[src/rtl/pin_entry_ctrl.sv]
// Keypad PIN collector: gathers BCD digits, hands the PIN downstream over valid/ready,
// tracks verdicts and retains the card. Optional idle timeout enabled by `define PIN_TIMEOUT_EN.
module pin_entry_ctrl #(
  parameter int unsigned DIGITS    = 4,
  parameter int unsigned MAX_TRIES = 3,
  parameter int unsigned TIMEOUT   = 1000
) (
  input  logic                clk,
  input  logic                rst_n,
  input  logic                card_in,
  input  logic                key_valid,
  input  logic [3:0]          key_code,
  input  logic                pin_ready,
  input  logic                pin_ok,
  input  logic                pin_reject,
  output logic                pin_valid,
  output logic [4*DIGITS-1:0] pin_bcd,
  output logic [3:0]          digit_count,
  output logic [1:0]          attempts_left,
  output logic                card_retain,
  output logic                timeout,
  output logic                busy
);

  localparam int unsigned PinW     = 4 * DIGITS;
  localparam logic [3:0]  DigitMax = 4'(DIGITS);
  localparam logic [1:0]  AttInit  = 2'(MAX_TRIES);
  localparam logic [3:0]  KeyClear = 4'hA;
  localparam logic [3:0]  KeyEnter = 4'hB;
  localparam logic [3:0]  KeyCancel = 4'hC;

  typedef enum logic [2:0] {
    StIdle, StCollect, StPresent, StWait, StDone, StLocked
  } state_e;

  state_e          state_q, state_d;
  logic [PinW-1:0] pin_q, pin_d;
  logic [3:0]      cnt_q, cnt_d;
  logic [1:0]      att_q, att_d;
  logic            pin_valid_q, pin_valid_d;
  logic            busy_q, busy_d;
  logic            retain_q, retain_d;
  logic [PinW+3:0] shifted;

  assign shifted = {pin_q, key_code};

`ifdef PIN_TIMEOUT_EN
  localparam int unsigned IdleW = $clog2(TIMEOUT + 1);
  logic [IdleW-1:0] idle_q, idle_d;
  logic             timeout_q, timeout_d;
`endif

  always_ff @(posedge clk) begin
    if (!rst_n) begin
      state_q     <= StIdle;
      pin_q       <= '0;
      cnt_q       <= '0;
      att_q       <= AttInit;
      pin_valid_q <= 1'b0;
      busy_q      <= 1'b0;
      retain_q    <= 1'b0;
`ifdef PIN_TIMEOUT_EN
      idle_q      <= '0;
      timeout_q   <= 1'b0;
`endif
    end else begin
      state_q     <= state_d;
      pin_q       <= pin_d;
      cnt_q       <= cnt_d;
      att_q       <= att_d;
      pin_valid_q <= pin_valid_d;
      busy_q      <= busy_d;
      retain_q    <= retain_d;
`ifdef PIN_TIMEOUT_EN
      idle_q      <= idle_d;
      timeout_q   <= timeout_d;
`endif
    end
  end

  always_comb begin
    state_d = state_q;
    pin_d   = pin_q;
    cnt_d   = cnt_q;
    att_d   = att_q;
`ifdef PIN_TIMEOUT_EN
    idle_d    = '0;
    timeout_d = 1'b0;
`endif
    unique case (state_q)
      StIdle: begin
        if (card_in) state_d = StCollect;
      end
      StCollect: begin
        // Card removal outranks keys and the idle timeout.
        if (!card_in) begin
          state_d = StIdle;
        end else if (key_valid) begin
          if (key_code <= 4'd9) begin
            if (cnt_q < DigitMax) begin
              pin_d = shifted[PinW-1:0];
              cnt_d = cnt_q + 4'd1;
            end
          end else if (key_code == KeyClear) begin
            pin_d = '0;
            cnt_d = '0;
          end else if (key_code == KeyEnter) begin
            if (cnt_q == DigitMax) state_d = StPresent;
          end else if (key_code == KeyCancel) begin
            state_d = StIdle;
          end
`ifdef PIN_TIMEOUT_EN
        end else if (idle_q == IdleW'(TIMEOUT - 1)) begin
          timeout_d = 1'b1;
          state_d   = StIdle;
        end else begin
          idle_d = idle_q + 1'b1;
`endif
        end
      end
      StPresent: begin
        if (!card_in) state_d = StIdle;
        else if (pin_ready) state_d = StWait;
      end
      StWait: begin
        if (!card_in) begin
          state_d = StIdle;
        end else if (pin_ok) begin
          state_d = StDone;
          pin_d   = '0;
          cnt_d   = '0;
        end else if (pin_reject) begin
          att_d   = att_q - 2'd1;
          pin_d   = '0;
          cnt_d   = '0;
          state_d = (att_q == 2'd1) ? StLocked : StCollect;
        end
      end
      StDone: begin
        if (!card_in) state_d = StIdle;
      end
      StLocked: ;
      default: state_d = StIdle;
    endcase
    // The buffer and retry budget are already fresh on the first IDLE cycle.
    if (state_d == StIdle) begin
      pin_d = '0;
      cnt_d = '0;
      att_d = AttInit;
    end
  end

  always_comb begin
    pin_valid_d = (state_d == StPresent);
    busy_d      = (state_d == StCollect) || (state_d == StPresent) || (state_d == StWait);
    retain_d    = (state_d == StLocked);
  end

  assign pin_valid     = pin_valid_q;
  assign pin_bcd       = pin_q;
  assign digit_count   = cnt_q;
  assign attempts_left = att_q;
  assign card_retain   = retain_q;
  assign busy          = busy_q;
`ifdef PIN_TIMEOUT_EN
  assign timeout = timeout_q;
`else
  assign timeout = 1'b0;
`endif

endmodule
[config.mk]
export PLATFORM = sky130hd
export DESIGN_NAME = pin_entry_ctrl
export DESIGN_NICKNAME = d
export VERILOG_FILES = /design/src/rtl/pin_entry_ctrl.sv
export SDC_FILE = /design/constraint.sdc
export NUM_CORES = 1
export LEC_CHECK = 0
export CAP_MARGIN = 5
export CORE_MARGIN = 10
export CORE_UTILIZATION = 47
export CTS_CLUSTER_SIZE = 24
export DETAILED_ROUTE_END_ITERATION = 8
export PLACE_DENSITY = 0.76
export REMOVE_ABC_BUFFERS = 1
export SLEW_MARGIN = 20
export SYNTH_ARGS = -nofsm -noshare
export SYNTH_HDL_FRONTEND = slang
export SYNTH_SLANG_ARGS = --single-unit
[constraint.sdc]
create_clock -name clk -period 2.37 [get_ports clk]
set_input_delay 0.3555 -clock clk [delete_from_list [all_inputs] [get_ports clk]]
set_output_delay 0.3555 -clock clk [all_outputs]
set_load 0.05 [all_outputs]
Word-level counts from Yosys, hierarchy flattened:

Cells that the tools add are included.

* register bits: 28
* bits in latches: 0
* bits in writable memories: 0
* bits in read-only memories: 0
* output and inout port bits: 26
* logic and storage cells: 75
* memories: 0

* add/sub/neg operators: 2
* multiply operators: 0
* div/mod/pow operators: 0
* $lt $le $gt $ge: 2
* equality and inequality tests: 20
* shift operators: 0
* muxes and demuxes: 34
* bitwise gates (word level): 2
* reduce and logical (&&, ||, !) cells: 8

Operators with widths (number)
* 2-to-1 mux 16 bit: 8
* 2-to-1 mux 3 bit: 15
* 2-to-1 mux 4 bit: 8
* case mux 16 bit (2 select lines): 1
* case mux 3 bit (6 select lines): 1
* == test 3 x 2 -> 1 bit (second input constant): 4
* == test 4 bit (second input constant): 3
* == test 3 bit (second input constant): 3
* inequality test 3 bit (second input constant): 3
* case mux 4 bit (2 select lines): 1
* AND reduction 7 bit: 1
* == test 3 x 1 -> 1 bit (second input constant): 2
* logical NOT 3 bit: 2
* inequality test 2 bit (second input constant): 3
* adder 4 x 1 -> 4 bit (second input constant): 1
* == test 4 x 3 -> 1 bit (second input constant): 1
* <= comparator 4 bit (second input constant): 1
* < comparator 4 x 3 -> 1 bit (second input constant): 1
* AND reduction 4 bit: 1
* == test 2 x 1 -> 1 bit (second input constant): 1
* logical OR 1 bit: 2
* inverter 1 bit: 2
* nonzero test 2 bit: 1
* OR reduction 2 bit: 1
* subtractor 2 x 1 -> 2 bit (second input constant): 1

Longest topological paths before layout:

Gate-level depths: netlist of the first run.

* word-level depth: 11
* depth in mapped cells: 8
* depth with buffers taken out: 7

Worst setup path after synthesis of the first run:

OpenSTA, ideal clock, no wires.

* kind: register to register
* start: register att_q[1] (netlist: attempts_left[1])
* end: register cnt_q[2] (netlist: digit_count[2])
* library setup time: 0.119 ns
* data arrival time: 2.097 ns
* data required time: 2.251 ns
* slack: 0.154 ns
* stages on the path, launching flop included: 9
* path buffers: 1
* cell sequence: dfxtp_1 -> inv_1 -> ha_1 -> mux2_2 -> o211ai_1 -> o21ai_0 -> o41ai_4 -> buf_6 -> nor3_1

* cells in the longest elaborated chain, start to end: 8

RTL lines
* from (decl): RTL line 39 `logic [1:0] att_q, att_d;`
* from (signal assigned): RTL line 58 `att_q <= AttInit;`
* from (signal assigned): RTL line 70 `att_q <= att_d;`
* == test 2 x 1 -> 1 bit: RTL line 136 `state_d = (att_q == 2'd1) ? StLocked : StCollect;`
* 2-to-1 mux 3 bit: RTL line 136
* 2-to-1 mux 3 bit: RTL line 132 `end else if (pin_reject) begin`
* 2-to-1 mux 3 bit: RTL line 128 `end else if (pin_ok) begin`
* 2-to-1 mux 3 bit: RTL line 126 `if (!card_in) begin`
* case mux 3 bit (6 select lines): RTL line 90 `unique case (state_q)`
* logical NOT 3 bit: RTL line 146 `if (state_d == StIdle) begin`
* OR reduction 2 bit (no line)
* to (signal assigned): RTL line 69 `cnt_q <= cnt_d;`
* to (decl): RTL line 38 `logic [3:0] cnt_q, cnt_d;`

No other way between the ends.
A chain may end at the register's enable or synchronous reset.

Final worst setup path of the first run:

* start: input pin_reject
* end: register cnt_q[2] (netlist: digit_count[2])

* cells in the longest elaborated chain, start to end: 6

RTL lines
* from (decl): RTL line 15 `input logic pin_reject,`
* 2-to-1 mux 3 bit: RTL line 132
* 2-to-1 mux 3 bit: RTL line 128
* 2-to-1 mux 3 bit: RTL line 126
* case mux 3 bit (6 select lines): RTL line 90
* logical NOT 3 bit: RTL line 146
* OR reduction 2 bit (no line)

Parallel ways exist; a longest one is shown, timed or not.

==> flow_metrics.py, run 1 <==
metrics = {
    "status": {
        "status": "completed",
    },
    "setup_path": {
        "path_class": "input port to register",
        "worstPathMaxFanout": 16,
        "cp_cell_sequence": "clkdlybuf4s50_1, mux2_2, o211ai_1, o21ai_0, o41ai_4, buf_4, nor3_1",
        "cp-start-kind": "input port",
        "cpPeakStageDelay_ps": 520,
        "cp_top_family": "buffers and inverters",
        "slowest_stage": "clkdlybuf4s50_1",
        "arrival_ps": 2300,
        "worst_ep_required_time_ps": 2610,
        "critPathCaptureType": "register",
        "path_buf_inv": 2,
    },
    "clock_network": {
        "cts_sinks": 28,
        "cts_max_level": 1,
        "cts_buffer_depth": 2,
        "hold_buffers": 0,
        "cts_buffers": 3,
        "clk_pin_slew_ps": 150,
        "cts_tree": "built",
        "insertion_delay_ps": 330,
        "post_cts_resize_count": 0,
        "root_buffer": "clkbuf_4",
        "post_cts_buffers": 0,
    },
    "timing": {
        "fmax_ghz": 0.486,
        "rsz0062_at_grt": "false",
        "finClkSkew_ps": 6.49,
        "worstMarginPinSlew_ps": 521,
        "hold_viol_final": 0,
        "maxSlewHeadroom_pct": 65.2,
        "fin_ws_ps": 313,
        "setup_viol": 0,
        "fin_crit_ps": 2060,
        "hold_ws_ps": 466,
        "slew_violations": 0,
        "final.period_utilization_pct": 86.8,
    },
    "floorplan": {
        "die_area_um2": 5330,
        "num_rows": 19,
        "die_height_um": 73.0,
        "fp.dieW_um": 73.0,
        "initial_core_util_pct": 48.7,
        "fp.coreArea_um2": 2710,
        "io_pins": 37,
    },
    "detailed_routing": {
        "routed_wirelength_mm": 3.37,
        "via_per_inst": 5.43,
        "wl_per_cell_um": 14.8,
        "route.detailed.drc": 0,
        "num_vias": 1239,
        "firstDrtPassIters": 4,
        "drt_iter0_markers": 79,
        "final_antenna_net_count": 0,
    },
    "placement": {
        "port-buffer-count": 35,
        "place_congestion": 0.921,
        "dpl.hpwl_mm": 2.62,
        "pre_cts_ws_ps": -33.6,
    },
    "power": {
        "power_density_nw_per_um2": 509,
        "power_leakage_nw": 0.664,
        "power_w": 0.000914,
        "ir_worst_vdd_mv": 0.445,
    },
    "global_route": {
        "grt_use_total_pct": 12.9,
        "grt-ovfl-total": 0,
        "first_global_vias": 1169,
        "grt_max_degree": 19,
        "grt_pass1_wl_mm": 5.60,
        "antenna_found_initial": 0,
    },
    "hold_path": {
        "hp-class": "register to register",
    },
    "logic_synthesis": {
        "synth_area_um2": 1320,
        "ys_ff_latch": 28,
        "ys.warnings.count": 0,
        "synth.avg_cell_area_um2": 8.46,
        "ys_seq_area_share_pct": 42.5,
        "synthFlopType": "dfxtp_1",
        "async_flop_share_pct": 0,
        "syn_inst": 156,
        "synth_edf_count": 0,
        "synth.distinct_cells": 38,
    },
    "finish": {
        "area_growth_pct": 35.9,
        "nFillCells": 233,
        "finalNetCount": 212,
        "mostFrequentLayoutCells": "clkdlybuf4s50_1 (35), dfxtp_1 (28), nand2_1 (21)",
        "antenna_cells": 0,
        "layout_commonest_cell": "clkdlybuf4s50_1",
        "drive_gt1_share_pct": 12.2,
    },
    "run": {
        "drv_cap": 0,
    },
}
## sequential cells by signal (all words and copies together) (netlist names)
name and count:
pin_bcd 16, digit_count 4, state_q 3, attempts_left 2, busy 1, card_retain 1
pin_valid 1
## synthesized netlist by cell type, drive strengths merged (3+ instances only)
master / n / share of area (%)
nand3: 19 / 7.2
a21oi: 19 / 7.2
o211ai: 3 / 2.5
buf: 7 / 4.5
nor3: 4 / 1.5
clkbuf: 3 / 0.85
nand2b: 4 / 1.9
or3b: 3 / 2.0
nor2: 4 / 1.1
o21ai: 6 / 2.6
dfxtp: 28 / 42
ha: 3 / 2.8
inv: 9 / 2.6
nand2: 21 / 6.0
## power by group
group          total (W)  switching [W]  leakage, nW  internal [W]
registers       0.000479     0.00000398        0.226      0.000475
clock network   0.000313       0.000142       0.0279      0.000171
logic           0.000121      0.0000682        0.410     0.0000531
total           0.000914       0.000214        0.664      0.000699
## per-stage QoR
step,cell area [um^2],TNS [ps],std cells,utilization (%)
6_report,1790,0,228,66.2
3_5_place_dp,1740,-304,224,64.3
5_1_grt,1790,0,228,66.2
2_1_floorplan,1250,-1820,146,-
4_1_cts,1790,0,228,66.2
3_3_place_gp,1740,-187,224,64.3
## worst paths after layout
| path | startpoint | end | slack (ps) | cells after the start |
|---|---|---|---|---|
| setup / recovery | pin_reject | digit_count[2] | 310 | 7 |
| hold reg to reg | pin_bcd[13] | pin_bcd[13] | 470 | 2 |
| hold / removal | pin_bcd[13] | pin_bcd[13] | 470 | 2 |
| setup reg to reg | attempts_left[1] | digit_count[2] | 360 | 8 |
## worst register-to-register path, cell delays in order, from the launching register on
cell	delay, ps
dfxtp_1	360
inv_1	60
ha_1	170
mux2_2	270
o211ai_1	150
o21ai_0	220
o41ai_4	350
buf_4	270
nor3_1	80
## cells by family after synthesis
logic type / share of synthesized area (%)
simple gates: 25.4
other cells: 0.284
mux: 0.853
compound gates: 19.6
fa+ha+maj: 2.84
xor+xnor: 0.664
flops: 42.5
buf+inv: 7.87
## area by class of cell
class	instances	area (um^2)	area share [%]
clock inverter	1	30.0	1.67
clock buffer	3	22.5	1.26
tap	31	38.8	2.16
multi-input combinational	109	656	36.5
timing repair buffer	47	453	25.2
inverter	9	33.8	1.88
sequential	28	561	31.2
## per-layer routing
metal | vias to the layer above | GRT usage, % | share of wire [%]
met3 | 4 | 2.99 | 5.8
li1 | 623 | - | -
met5 | - | 0 | 0
met1 | 578 | 15.8 | 43
met2 | 34 | 20.5 | 50
met4 | 0 | 6.33 | 1.3
Power figures use the tool's default switching activity.
==> run 2, diff against run 1 <==
MAX_ROUTING_LAYER = met4   (was default)
==> flow_metrics.py, run 2 (same netlist as run 1, synthesis figures left out) <==
metrics = {
    "power": {
        "ir_worst_vdd_mv": 0.433,
        "power_leakage_nw": 0.665,
        "power_w": 0.000914,
        "power_density_nw_per_um2": 508,
    },
    "finish": {
        "area_growth_pct": 36.3,
        "largest_reg_flops": 16,
        "fin_util_pct": 66.4,
        "multi_input_area_um2": 656,
        "drive_gt1_share_pct": 11.7,
        "finalNetCount": 211,
        "nFillCells": 228,
        "regArea_um2": 561,
        "antenna_cells": 0,
        "fin_cells": 227,
        "layout_commonest_cell": "clkdlybuf4s50_1",
        "mostFrequentLayoutCells": "clkdlybuf4s50_1 (35), dfxtp_1 (28), nand2_1 (21)",
    },
    "clock_network": {
        "cts_sinks": 28,
        "hold_buffers": 0,
        "cts_max_level": 1,
        "root_buffer": "clkbuf_4",
        "clk_pin_slew_ps": 150,
        "cts_buffer_depth": 2,
        "insertion_delay_ps": 330,
        "cts_buffers": 3,
        "post_cts_resize_count": 0,
        "post_cts_buffers": 0,
        "cts_tree": "built",
    },
    "placement": {
        "dpl.hpwl_mm": 2.52,
        "port-buffer-count": 35,
        "place_congestion": 0.958,
        "placedCellCount": 223,
    },
    "hold_path": {
        "hp-class": "register to register",
    },
    "detailed_routing": {
        "drt_iter0_markers": 69,
        "num_vias": 1180,
        "final_antenna_net_count": 0,
        "via_per_inst": 5.20,
        "wl_per_cell_um": 14.3,
        "routed_wirelength_mm": 3.25,
        "route.detailed.drc": 0,
        "firstDrtPassIters": 4,
    },
    "floorplan": {
        "num_rows": 19,
        "io_pins": 37,
        "die_area_um2": 5330,
        "initial_core_util_pct": 48.7,
        "fp.coreArea_um2": 2710,
        "fp.dieW_um": 73.0,
        "die_height_um": 73.0,
    },
    "timing": {
        "hold_viol_final": 0,
        "setup_viol": 0,
        "maxSlewHeadroom_pct": 65.0,
        "fin_crit_ps": 2010,
        "fmax_ghz": 0.498,
        "rsz0062_at_grt": "false",
        "setup_tns_ps": 0,
        "slew_violations": 0,
        "final.period_utilization_pct": 84.8,
        "worstMarginPinSlew_ps": 523,
        "finClkSkew_ps": 9.49,
    },
    "global_route": {
        "antenna_found_initial": 0,
        "first_global_vias": 1185,
        "grt_pass1_wl_mm": 5.58,
        "grt_max_degree": 23,
        "grt_use_total_pct": 13.1,
        "grt-ovfl-total": 0,
    },
    "setup_path": {
        "cp-start-kind": "input port",
        "critPathCaptureType": "register",
        "worst_ep_required_time_ps": 2610,
        "worstPathMaxFanout": 22,
        "arrival_ps": 2250,
        "path_class": "input port to register",
    },
    "run": {
        "drv_cap": 0,
    },
    "status": {
        "status": "completed",
    },
}
[run 2: cell count changes in the layout (fill, tap and decap cells not counted)]
cell,before,now
buf_12,1,2
buf_4,11,9
[run 2: critical path, cell delays in order]
cell and delay (ps):
clkdlybuf4s50_1 490, or3b_1 390, nor4_1 320, a41o_1 220, o41ai_4 90, buf_12 170
a211o_1 210
[run 2: final timing paths]
kind,from,to,slack (ps),depth (start not counted)
setup / recovery,key_code[3],attempts_left[1],360,7
hold / removal,pin_bcd[12],pin_bcd[12],460,2
setup reg to reg,attempts_left[1],pin_bcd[11],420,8
hold reg to reg,pin_bcd[12],pin_bcd[12],460,2
[run 2: power breakdown]
part | internal (W) | switching (W) | total (W)
clock | 0.000171 | 0.000139 | 0.000310
sequential | 0.000475 | 0.00000438 | 0.000480
combinational | 0.0000555 | 0.0000686 | 0.000124
total | 0.000702 | 0.000212 | 0.000914
[run 2: layout make-up]
class	count	area share (%)
multi-input cells	109	36.4
flip-flops and latches	28	31.2
repair buffers	46	25.5
well taps	31	2.16
inverters	9	1.88
clock inverters	1	1.67
clock buffers	3	1.25
[run 2: metrics by stage]
step	cell area (um^2)	hold WS, ps	setup WS, ps
floorplan	1250	484	-136
global placement	1750	442	11.3
detailed placement	1750	450	-8.70
CTS	1800	470	357
global route	1800	495	211
finish	1800	464	361
[run 2: per-layer routing]
layer / share of wire [%] / GRT usage [%] / wire length, um
met2: 46 / 19.7 / 1500
met4: 1.1 / 4.43 / 35
met3: 4.5 / 2.72 / 146
met5: 0 / - / 0
met1: 48 / 17.0 / 1560
